==> config.mk <==
export PLATFORM = sky130hd
export DESIGN_NAME = auto_song_player
export DESIGN_NICKNAME = d
export VERILOG_FILES = /design/src/rtl/auto_song_player.sv
export SDC_FILE = /design/constraint.sdc
export NUM_CORES = 1
export LEC_CHECK = 0
export CORE_MARGIN = 2
export CORE_UTILIZATION = 48
export DETAILED_ROUTE_END_ITERATION = 8
export SYNTH_ARGS = -nofsm -noshare
export SYNTH_HDL_FRONTEND = slang
export SYNTH_SLANG_ARGS = --single-unit
==> constraint.sdc <==
create_clock -name CLK -period 3 [get_ports CLK]
set_input_delay 0.6 -clock CLK [delete_from_list [all_inputs] [get_ports CLK]]
set_output_delay 0.6 -clock CLK [all_outputs]
set_load 0.005 [all_outputs]
==> src/rtl/auto_song_player.sv <==
// rtl/auto_song_player.sv - automatic song sequencer with writable song memory and LED note decode
module auto_song_player #(
  parameter int ADDR_W = 7,
  parameter int DUR_W  = 3
) (
  input  logic              CLK,
  input  logic              RESET_N,
  input  logic              START,
  input  logic              STOP,
  input  logic              PAUSE,
  input  logic              LOOP,
  input  logic [ADDR_W-1:0] SONG_BASE,
  input  logic              BEAT_TICK,
  input  logic              WR_EN,
  input  logic [ADDR_W-1:0] WR_ADDR,
  input  logic [DUR_W+4:0]  WR_DATA,
  output logic [3:0]        note,
  output logic [7:0]        Led,
  output logic              BUSY,
  output logic              DONE,
  output logic [ADDR_W-1:0] POS
);

  localparam int EW = DUR_W + 5;
  localparam logic [3:0] NOTE_NONE = 4'd8;

  typedef enum logic [1:0] {IDLE, FETCH, LOAD, PLAY} state_t;

  state_t            state, state_n;
  logic [EW-1:0]     mem [0:(1<<ADDR_W)-1];
  logic [EW-1:0]     rd_data;
  logic [DUR_W-1:0]  dur, dur_n;
  logic [DUR_W-1:0]  beat_cnt, cnt_n;
  logic              end_flag, end_n;
  logic [3:0]        note_n;
  logic [ADDR_W-1:0] pos_n;
  logic              done_n;

  // Song memory: contents survive reset; the read is taken only in FETCH and
  // returns the pre-write data when the same address is written that cycle.
  always_ff @(posedge CLK) begin
    if (WR_EN) mem[WR_ADDR] <= WR_DATA;
    if (state == FETCH) rd_data <= mem[POS];
  end

  // State and playback registers.
  always_ff @(posedge CLK or negedge RESET_N) begin
    if (!RESET_N) begin
      state    <= IDLE;
      POS      <= '0;
      note     <= NOTE_NONE;
      dur      <= '0;
      end_flag <= 1'b0;
      beat_cnt <= '0;
      DONE     <= 1'b0;
    end else begin
      state    <= state_n;
      POS      <= pos_n;
      note     <= note_n;
      dur      <= dur_n;
      end_flag <= end_n;
      beat_cnt <= cnt_n;
      DONE     <= done_n;
    end
  end

  // Next-state logic: STOP beats START, START beats beat counting.
  always_comb begin
    state_n = state;
    pos_n   = POS;
    note_n  = note;
    dur_n   = dur;
    end_n   = end_flag;
    cnt_n   = beat_cnt;
    done_n  = 1'b0;
    if (STOP) begin
      state_n = IDLE;
      note_n  = NOTE_NONE;
      cnt_n   = '0;
    end else if (START) begin
      state_n = FETCH;
      pos_n   = SONG_BASE;
    end else begin
      case (state)
        FETCH: state_n = LOAD;
        LOAD: begin
          note_n  = rd_data[3:0];
          dur_n   = rd_data[DUR_W+3:4];
          end_n   = rd_data[EW-1];
          cnt_n   = '0;
          state_n = PLAY;
        end
        PLAY: begin
          if (BEAT_TICK && !PAUSE) begin
            if (beat_cnt == dur) begin
              if (!end_flag) begin
                pos_n   = POS + 1'b1;
                state_n = FETCH;
              end else if (LOOP) begin
                pos_n   = SONG_BASE;
                state_n = FETCH;
              end else begin
                state_n = IDLE;
                note_n  = NOTE_NONE;
                done_n  = 1'b1;
              end
            end else begin
              cnt_n = beat_cnt + 1'b1;
            end
          end
        end
        default: ;
      endcase
    end
  end

  // One-hot key display: C4 on Led[0], C5 on Led[7], silence dark, invalid all lit.
  always_comb begin
    Led = 8'h00;
    if (note < NOTE_NONE) Led = 8'h01 << (3'd7 - note[2:0]);
    else if (note != NOTE_NONE) Led = 8'hFF;
  end

  assign BUSY = (state != IDLE);

endmodule
---- Word level (Yosys, flattened, before mapping) ----
Memory sizes are Yosys's and may differ from the RTL's. A register that Yosys moved wholly into a read port is not among the register bits.
Cells that the tools add are included.
cells by class
  add/subtract/negate cells ............... 3
  $mul .................................... 0
  div/mod/pow operators ................... 0
  $lt $le $gt $ge ......................... 1
  equality and inequality tests ........... 14
  shifts and indexed selects .............. 1
  mux-type cells .......................... 36
  bitwise operators ....................... 2
  reductions and logical operators ........ 13
operators with widths
  kind                                                                number
  7-bit 2-to-1 mux                                                    6
  4-bit 2-to-1 mux                                                    6
  3-bit inequality test (second input constant)                       6
  8-bit 2-to-1 mux                                                    2
  3-bit 2-to-1 mux                                                    4
  4-bit inequality test (second input constant)                       3
  1-bit 2-to-1 mux                                                    11
  2-bit 2-to-1 mux                                                    4
  4-bit one-hot mux with 2 select lines                               1
  2-bit nonzero test                                                  4
  1-bit by 3-bit left shift with 8-bit output (first input constant)  1
  7-bit by 1-bit adder with 7-bit output (second input constant)      1
  2-bit one-hot mux with 3 select lines                               1
  3-bit one-hot mux with 2 select lines                               1
  3-bit AND reduction                                                 2
  6-bit AND reduction                                                 1
  5-bit AND reduction                                                 1
  5-bit nonzero test                                                  1
  2-bit == test (second input constant)                               2
  4-bit less-than comparator (second input constant)                  1
  4-bit AND reduction                                                 1
  3-bit by 1-bit adder with 3-bit output (second input constant)      1
  3-bit == test                                                       1
  3-bit nonzero test                                                  1
  6 further kinds                                                     7
word-level totals
  register bits after elaboration ......... 21
  bits in latches ......................... 0
  RAM bits ................................ 1024
  memory bits (read-only) ................. 0
  input port bits ......................... 30
  output and inout port bits .............. 21
  word-level logic and storage cells ...... 78
  memories kept ........................... 1
memories
  name  words  bits a word  read ports  clocked after Yosys merged registers in  wr ports  line  RTL
  mem   128    8            1           1                                        1         30    logic [EW-1:0] mem [0:(1<<ADDR_W)-1];

---- Logic depth before layout (Yosys ltp) ----
Gate-level depths: netlist of run 1.
  depth in word-level cells ............... 7
  gate-level depth with buffers ........... 11
  mapped depth without buffers ............ 7

---- Worst setup path after synthesis of run 1 ----
Ideal clock, no wire load.
  path type ............................... reg-to-reg
  start ................................... register POS[0]
  end ..................................... register rd_data[5], read port of mem (data pin)
  library setup time ...................... 0.272 ns
  arrival time ............................ 2.009 ns
  path slack .............................. 0.719 ns
  stages on the path, launching flop included .. 9
  buffers on the path ..................... 3
  period minus slack after synthesis ...... 2.281 ns
  path through ............................ dfrtp_1 -> buf_6 -> buf_6 -> buf_2 -> mux4_2 -> a221oi_1 -> nand2_1 -> a21oi_1 -> a41oi_1
RTL lines
  item                      line  RTL
  start: declaration        21    output logic [ADDR_W-1:0] POS
  start signal: assignment  58    POS <= pos_n;
  end: declaration          31    logic [EW-1:0] rd_data;

---- Worst setup path in the final report of run 1 ----
  start ................................... register POS[3]
  end ..................................... output port POS[3]
No word-level cell between the ends.

==> results.md, run 1 <==
* Status: finished, final reports clean
* Synthesized flop and latch total at 1053
* CP cell instances: buf_12, buf_4, clkdlybuf4s50_1
* Number of hold violations in the final report at 0
* Crit Reg-Reg Startpoint: POS[1]
* Worst Hold End: mem[110][5]
* Layout cells sized above 1 at 27.5%
* Reg2reg end: rd_data[0]
* I/O Buffers at 50
* Hold path cells at 1
* Final worst setup slack at 0.0552 ns
* CTS tree: yes
* Final Core Density at 57.2%
* Largest net degree at the start of global routing at 86
* Die W at 298 um
* Period utilization at 98.2%
* WP buf/inv at 3
* Via Count at 22132
* # DRC at 0
* CTS Buf Count at 108
* Worst vdd ir at 0.546 mV
* Yosys cell types at 65
* Sequential cell area at 31500 um^2
* Initial antenna violation count at 3
* CP endpoint kind: output port
* H-tree depth at 3
* # Post-CTS Setup Buffers at 0
* Leak at 16.4 nW
* Fraction of registers with async set/reset at 1.99%
* Post-Syn Area at 41600 um^2
* Clock skew at 0.0219 ns
* Kind of cell adding the most delay to the critical path: buffers and inverters
* Area Growth Syn to Fin at 17.6%
* Worst-Margin Slew at 0.908 ns
* Reg clk slew, reported paths at 0.06 ns
* Area of the multi-input gates at 9320 um^2
* DRT iter0 DRCs at 2344
* CP Data Required Time at 2.40 ns
* CTS sink cnt at 1053
* Tot GR Track Use at 24.0%
* Final Critical Period at 2.94 ns
* DP HPWL at 68800 um
* Rows at 107
* RD Place Congestion at 0.864
* Total negative slack at 0 ns
* Sequential fraction of the synthesis area at 75.8%
* DR pass1 iterations at 5
* Root Driver: clkbuf_16
* Final setup fails at 0
* Slowest-stage cell, CP: dfrtp_2
* Peak Freq at 0.340 GHz
* Slew Limit Headroom at 39.5%
* Io pins at 51
* Startpoint class of the critical path: flip-flop
* R2r setup slk at 0.14 ns
* Final nets at 2501
* Syn Inst Count at 2111
* Final WL at 106000 um
* First-pass GRT wire length at 155000 um
* Final Power at 0.0377 W
* Power per cell area at 771 nW/um^2
* Syn nets at 2147
* Ys Warns at 0
* MaxCap Viol Count at 0
* Fin Hold WS at 0.406 ns
* DIE HEIGHT at 298 um
* Core box area at 85500 um^2
* Crit path kind: flip-flop to output port
* Antenna cells at 0
* Avg Cell Area, Syn at 19.7 um^2
* Worst Hold Class: input pin to flip-flop
* Die area at 89000 um^2
* Vias/cell at 5.99
* Longest Clk Path Bufs at 3
* Count of pins over their slew limit at 0
* Fillers at 6373
* Total gr overflow at 0
* Number of global-route vias before repair at 22363
* Routed wire length per instance at 28.8 um
* Post-synth EDFFs at 1032
* Hold Path Origin: WR_DATA[5]
* CP Max Fanout at 28
* Worst-Skew Late Latency at 0.67 ns
* Pre-CTS WS at 0.0507 ns
* Unrepaired setup endpoints after global routing: false
* Main synth FF type: edfxtp_1
* Post-route ant nets at 0
* CP max stage delay at 0.57 ns
* Initial Utilization at 48.6%
* CP Data Arrival Time at 2.34 ns
* FF-to-FF path depth at 7
-- kinds of logic after synthesis --
logic type	Yosys count	synth area share [%]
DFF	1053	75.8
muxes	369	14.9
and+or+nand+nor	313	3.33
AOI/OAI and AO/OA	237	3.86
buffers and inverters	129	1.92
adders and majority gates	6	0.180
xor gates and xnor gates	4	0.0842
-- state kept, by name, summed over array words and instances (netlist names) --
register and flops:
mem 1024, state 2, dur 3, POS 7, DONE 1, beat_cnt 3
note 4, rd_data 8, end_flag 1
-- power breakdown --
group	switching (W)	internal, W	total (W)
combinational	0.00453	0.00348	0.00801
sequential	0.000221	0.0163	0.0166
clock	0.00548	0.00768	0.0132
total	0.0102	0.0275	0.0377
-- per-layer routing --
| layer | track usage, % | vias to the layer above | share of wire (%) |
|---|---|---|---|
| met2 | 38.4 | 965 | 48 |
| met4 | 6.71 | 6 | 2.8 |
| met5 | 0 | - | 0.037 |
| met3 | 4.14 | 196 | 7.6 |
| met1 | 34.4 | 11581 | 42 |
| li1 | - | 9384 | - |
-- cells in the final DEF (no fill, tap or decap), types with 16 or more instances in the layout --
cell | netlist | layout
mux4_2 | 194 | 194
dfrtp_1 | 20 | 16
nor2_1 | 157 | 156
clkbuf_16 | 0 | 109
clkbuf_1 | 38 | 26
nand2_1 | 63 | 63
o21ai_0 | 22 | 22
o221ai_1 | 19 | 19
clkinv_1 | 0 | 19
edfxtp_1 | 1032 | 1032
nand3_1 | 25 | 25
buf_4 | 24 | 299
buf_12 | 1 | 23
mux2i_1 | 157 | 156
clkinv_2 | 0 | 16
a21oi_1 | 67 | 67
clkdlybuf4s50_1 | 0 | 42
nor3_1 | 16 | 16
a22oi_1 | 33 | 33
-- stage by stage --
stage	std cells	instance area, um^2
final	3697	48900
after global routing	3697	48900
after CTS	3697	48900
after detailed placement	3499	45400
after global placement	3499	45400
after floorplan	2111	41600
-- how the worst max path moves through the flow --
stage               slack [ns]  depth (start not counted)    from         end
CTS                       0.01                          6  POS[0]  rd_data[0]
global placement          0.01                          6  POS[0]  rd_data[0]
finish                    0.06                          3  POS[3]      POS[3]
global route             0.006                          3  POS[3]      POS[3]
detailed placement        0.05                          6  POS[0]  rd_data[0]
floorplan                 0.72                          8  POS[0]  rd_data[5]
-- what timing repair did --
action                                  4_1_cts  5_1_grt
hold buffers                                  0        0
resized for setup                             0        5
endpoints found under the setup margin        0        2
-- synth_stat cells (8+ instances only) --
master	instances	area [um^2]
o221ai_1	19	166
a21oi_1	67	335
o22ai_1	12	75.1
edfxtp_1	1032	31000
mux2_2	15	169
buf_6	20	225
o21ai_0	22	110
clkbuf_1	38	143
a22oi_1	33	248
nand3_1	25	125
nand2_1	63	236
nor2b_1	16	100
mux4_2	194	4370
buf_4	24	180
a211oi_1	19	143
inv_1	9	33.8
nor2_1	157	589
buf_2	34	170
mux2i_1	157	1570
dfrtp_1	20	500
nor3_1	16	80.1
a31oi_1	13	81.3
nand2b_1	8	50.1
-- cell type report --
cell class                      count  area share [%]
Multi-Input combinational cell    929            19.1
Timing Repair Buffer              364            6.39
Clock buffer                      138            5.86
Inverter                            9          0.0691
Clock inverter                     60            1.25
Tap cell                         1144            2.93
Sequential cell                  1053            64.5
Power figures use the tool's default switching activity.
==> inputs of run 2 (changes only) <==
--- a/config.mk
+++ b/config.mk
@@ -6,7 +6,7 @@
 export NUM_CORES = 1
 export LEC_CHECK = 0
 export CORE_MARGIN = 2
-export CORE_UTILIZATION = 48
+export CORE_UTILIZATION = 26
 export DETAILED_ROUTE_END_ITERATION = 8
 export SYNTH_ARGS = -nofsm -noshare
 export SYNTH_HDL_FRONTEND = slang
==> constraint.sdc (replaced) <==
create_clock -name CLK -period 3.5 [get_ports CLK]
set_input_delay 0.7 -clock CLK [delete_from_list [all_inputs] [get_ports CLK]]
set_output_delay 0.7 -clock CLK [all_outputs]
set_load 0.005 [all_outputs]
==> run 2 against run 1 <==
Effect of this change:
- non-clock buffer count shrank 57
- final cell count grew 24%
- utilization shrank 26 points
- combinational power shrank 17%
- worst hold slack gained 0.068 ns
- sequential share of layout area shrank 0.89 points
- count of clock-buffer cells in the layout grew 2
- critical path type unchanged
- critical endpoint is now POS[2]
==> results.md, run 2 (synthesis results as in run 1) <==
* CP cell instances: buf_4, clkdlybuf4s50_1 (was buf_12, buf_4, clkdlybuf4s50_1)
* Io pins at 51 (unchanged)
* Biggest regs: mem (1024), rd_data (8), POS (7) (unchanged)
* CTS Buf Count at 108 (unchanged)
* Longest Clk Path Bufs at 3 (unchanged)
* Area Growth Syn to Fin at 19.2% (was 17.6%)
* CP max stage delay at 0.71 ns (was 0.57 ns)
* Peak Freq at 0.300 GHz
* Crit. Startpoint: POS[2] (was POS[3])
* Leak at 16.1 nW (was 16.4 nW)
* Largest net degree at the start of global routing at 129 (was 86)
* DIE HEIGHT at 404 um (was 298 um)
* Root Driver: clkbuf_16 (unchanged)
* Commonest non-fill, non-tap cell in the layout: edfxtp_1 (unchanged)
* Vias/cell at 4.74 (was 5.99)
* Die W at 404 um (was 298 um)
* RD Place Congestion at 0.841 (was 0.864)
* Period utilization at 95.3%
* Largest Register: mem (unchanged)
* Via Count at 21637 (was 22132)
* CTS sink cnt at 1053 (unchanged)
* Number of global-route vias before repair at 21522 (was 22363)
* Worst-Margin Slew at 0.941 ns (was 0.908 ns)
* Largest register FFs at 1024 (unchanged)
* # Post-CTS Setup Buffers at 0 (unchanged)
* Power per cell area at 650 nW/um^2 (was 771 nW/um^2)
* Die area at 163000 um^2 (was 89000 um^2)
* Count of pins over their slew limit at 0 (unchanged)
* Sequential cell area at 31500 um^2 (unchanged)
* Final Critical Period at 3.33 ns
* Worst-Skew Late Latency at 0.68 ns (was 0.67 ns)
* CP Data Required Time at 2.80 ns (was 2.40 ns)
* # DRC at 0 (unchanged)
* Routed wire length per instance at 23.8 um (was 28.8 um)
* Initial antenna violation count at 10 (was 3)
* Rows at 146 (was 107)
* Final nets at 2444 (was 2501)
* Antenna cells at 0 (unchanged)
* I/O Buffers at 50 (unchanged)
* Fillers at 15193 (was 6373)
* Initial Utilization at 26.2% (was 48.6%)
* Slowest-stage cell, CP: dfrtp_4 (was dfrtp_2)
* Total negative slack at 0 ns (unchanged)
* Area of the multi-input gates at 9300 um^2 (was 9320 um^2)
* Number of hold violations in the final report at 0 (unchanged)
* Crit Reg-Reg Startpoint: POS[0] (was POS[1])
* DRT iter0 DRCs at 2481 (was 2344)
* Reg clk slew, reported paths at 0.06 ns (about the same)
* Tot GR Track Use at 13.1% (was 24.0%)
* Commonest cells after routing, fill and taps aside: edfxtp_1 (1032), buf_4 (243), mux4_2 (194), mux2i_1 (157), nor2_1 (156) (was edfxtp_1 (1032), buf_4 (299), mux4_2 (194), mux2i_1 (156), nor2_1 (156))
* Non-Filler Instances at 4569 (was 3697)
* Final setup fails at 0 (unchanged)
* Total gr overflow at 0 (unchanged)
* Post-cts sizing count at 0 (unchanged)
* Unrepaired setup endpoints after global routing: false (unchanged)
* Core box area at 159000 um^2 (was 85500 um^2)
* Clock skew at 0.0375 ns (was 0.0219 ns)
* MaxCap Viol Count at 0 (unchanged)
* Post-route ant nets at 0 (unchanged)
* Worst Hold Class: input pin to async pin (was input pin to flip-flop)
* CP endpoint kind: output port (unchanged)
* CP Data Arrival Time at 2.63 ns (was 2.34 ns)
* Placed Cells at 4370 (was 3499)
* DP HPWL at 70400 um (was 68800 um)
* CTS tree: yes (unchanged)
* Final WL at 109000 um (was 106000 um)
* CTS hold repair buffers at 0 (unchanged)
* Worst vdd ir at 0.387 mV (was 0.546 mV)
* First-pass GRT wire length at 156000 um (was 155000 um)
* DR pass1 iterations at 6 (was 5)
* H-tree depth at 3 (unchanged)
* Startpoint class of the critical path: flip-flop (unchanged)
* Layout cells sized above 1 at 25.5% (was 27.5%)
* Slew Limit Headroom at 37.3% (was 39.5%)
* Crit path kind: flip-flop to output port (unchanged)
* Status: finished, final reports clean (unchanged)
* CP Max Fanout at 29 (was 28)
[run 2: cell types whose count changed in the layout (fill, tap and decap cells not counted), sizes merged]
cell / before / now
buf: 322 / 265
clkinvlp: 6 / 2
clkinv: 39 / 42
clkbuf: 138 / 140
bufinv: 11 / 12
inv: 13 / 12
[run 2: through the flow]
stage          cell area [um^2]  utilization, %  worst slack [ns]  total power [W]  hold WS (ns)
2_1_floorplan             41600               -              1.20           0.0185         0.404
3_3_place_gp              46100            29.1            0.0916           0.0212         0.516
3_5_place_dp              46100            29.1             0.107           0.0212         0.526
4_1_cts                   49600            31.3            0.0946           0.0325         0.454
5_1_grt                   49600            31.3            0.0632           0.0333         0.505
6_report                  49600            31.3             0.165           0.0322         0.474
[run 2: final timing paths]
kind | end | slack [ns] | cells after the start
min in group CLK | dur[0] | 0.53 | 1
worst min-delay path | state[1] | 0.47 | 1
worst min register to register | dur[0] | 0.53 | 1
max in group asynchronous | beat_cnt[2] | 2.40 | 2
worst max register to register | rd_data[6] | 0.37 | 8
worst max-delay path | POS[2] | 0.17 | 2
[run 2: final cells by class]
type                       instances  area share [%]
inverter                           9          0.0681
multi-input combinational        929            18.7
clock inverter                    59            1.23
tap                             2072            5.23
clock buffer                     140            5.75
sequential                      1053            63.6
timing repair buffer             307            5.41
[run 2: report_power, final]
part	switching (W)	internal (W)	total, W
Sequential	0.000280	0.0140	0.0143
Combinational	0.00379	0.00286	0.00666
Clock	0.00468	0.00661	0.0113
Total	0.00875	0.0235	0.0322
[run 2: layer usage]
layer / up-vias / GRT usage (%) / routed length [um]
li1: 9279 / - / -
met1: 11284 / 18.6 / 47300
met2: 903 / 19.8 / 49300
met3: 155 / 3.24 / 9360
met4: 16 / 4.05 / 2690
met5: - / 0.268 / 147
[run 2: critical path: cells and delay by family, from the launching register on]
| kind | cells | cell delay, ns |
|---|---|---|
| flip-flops | 1 | 0.71 |
| buffers and inverters | 2 | 1.18 |
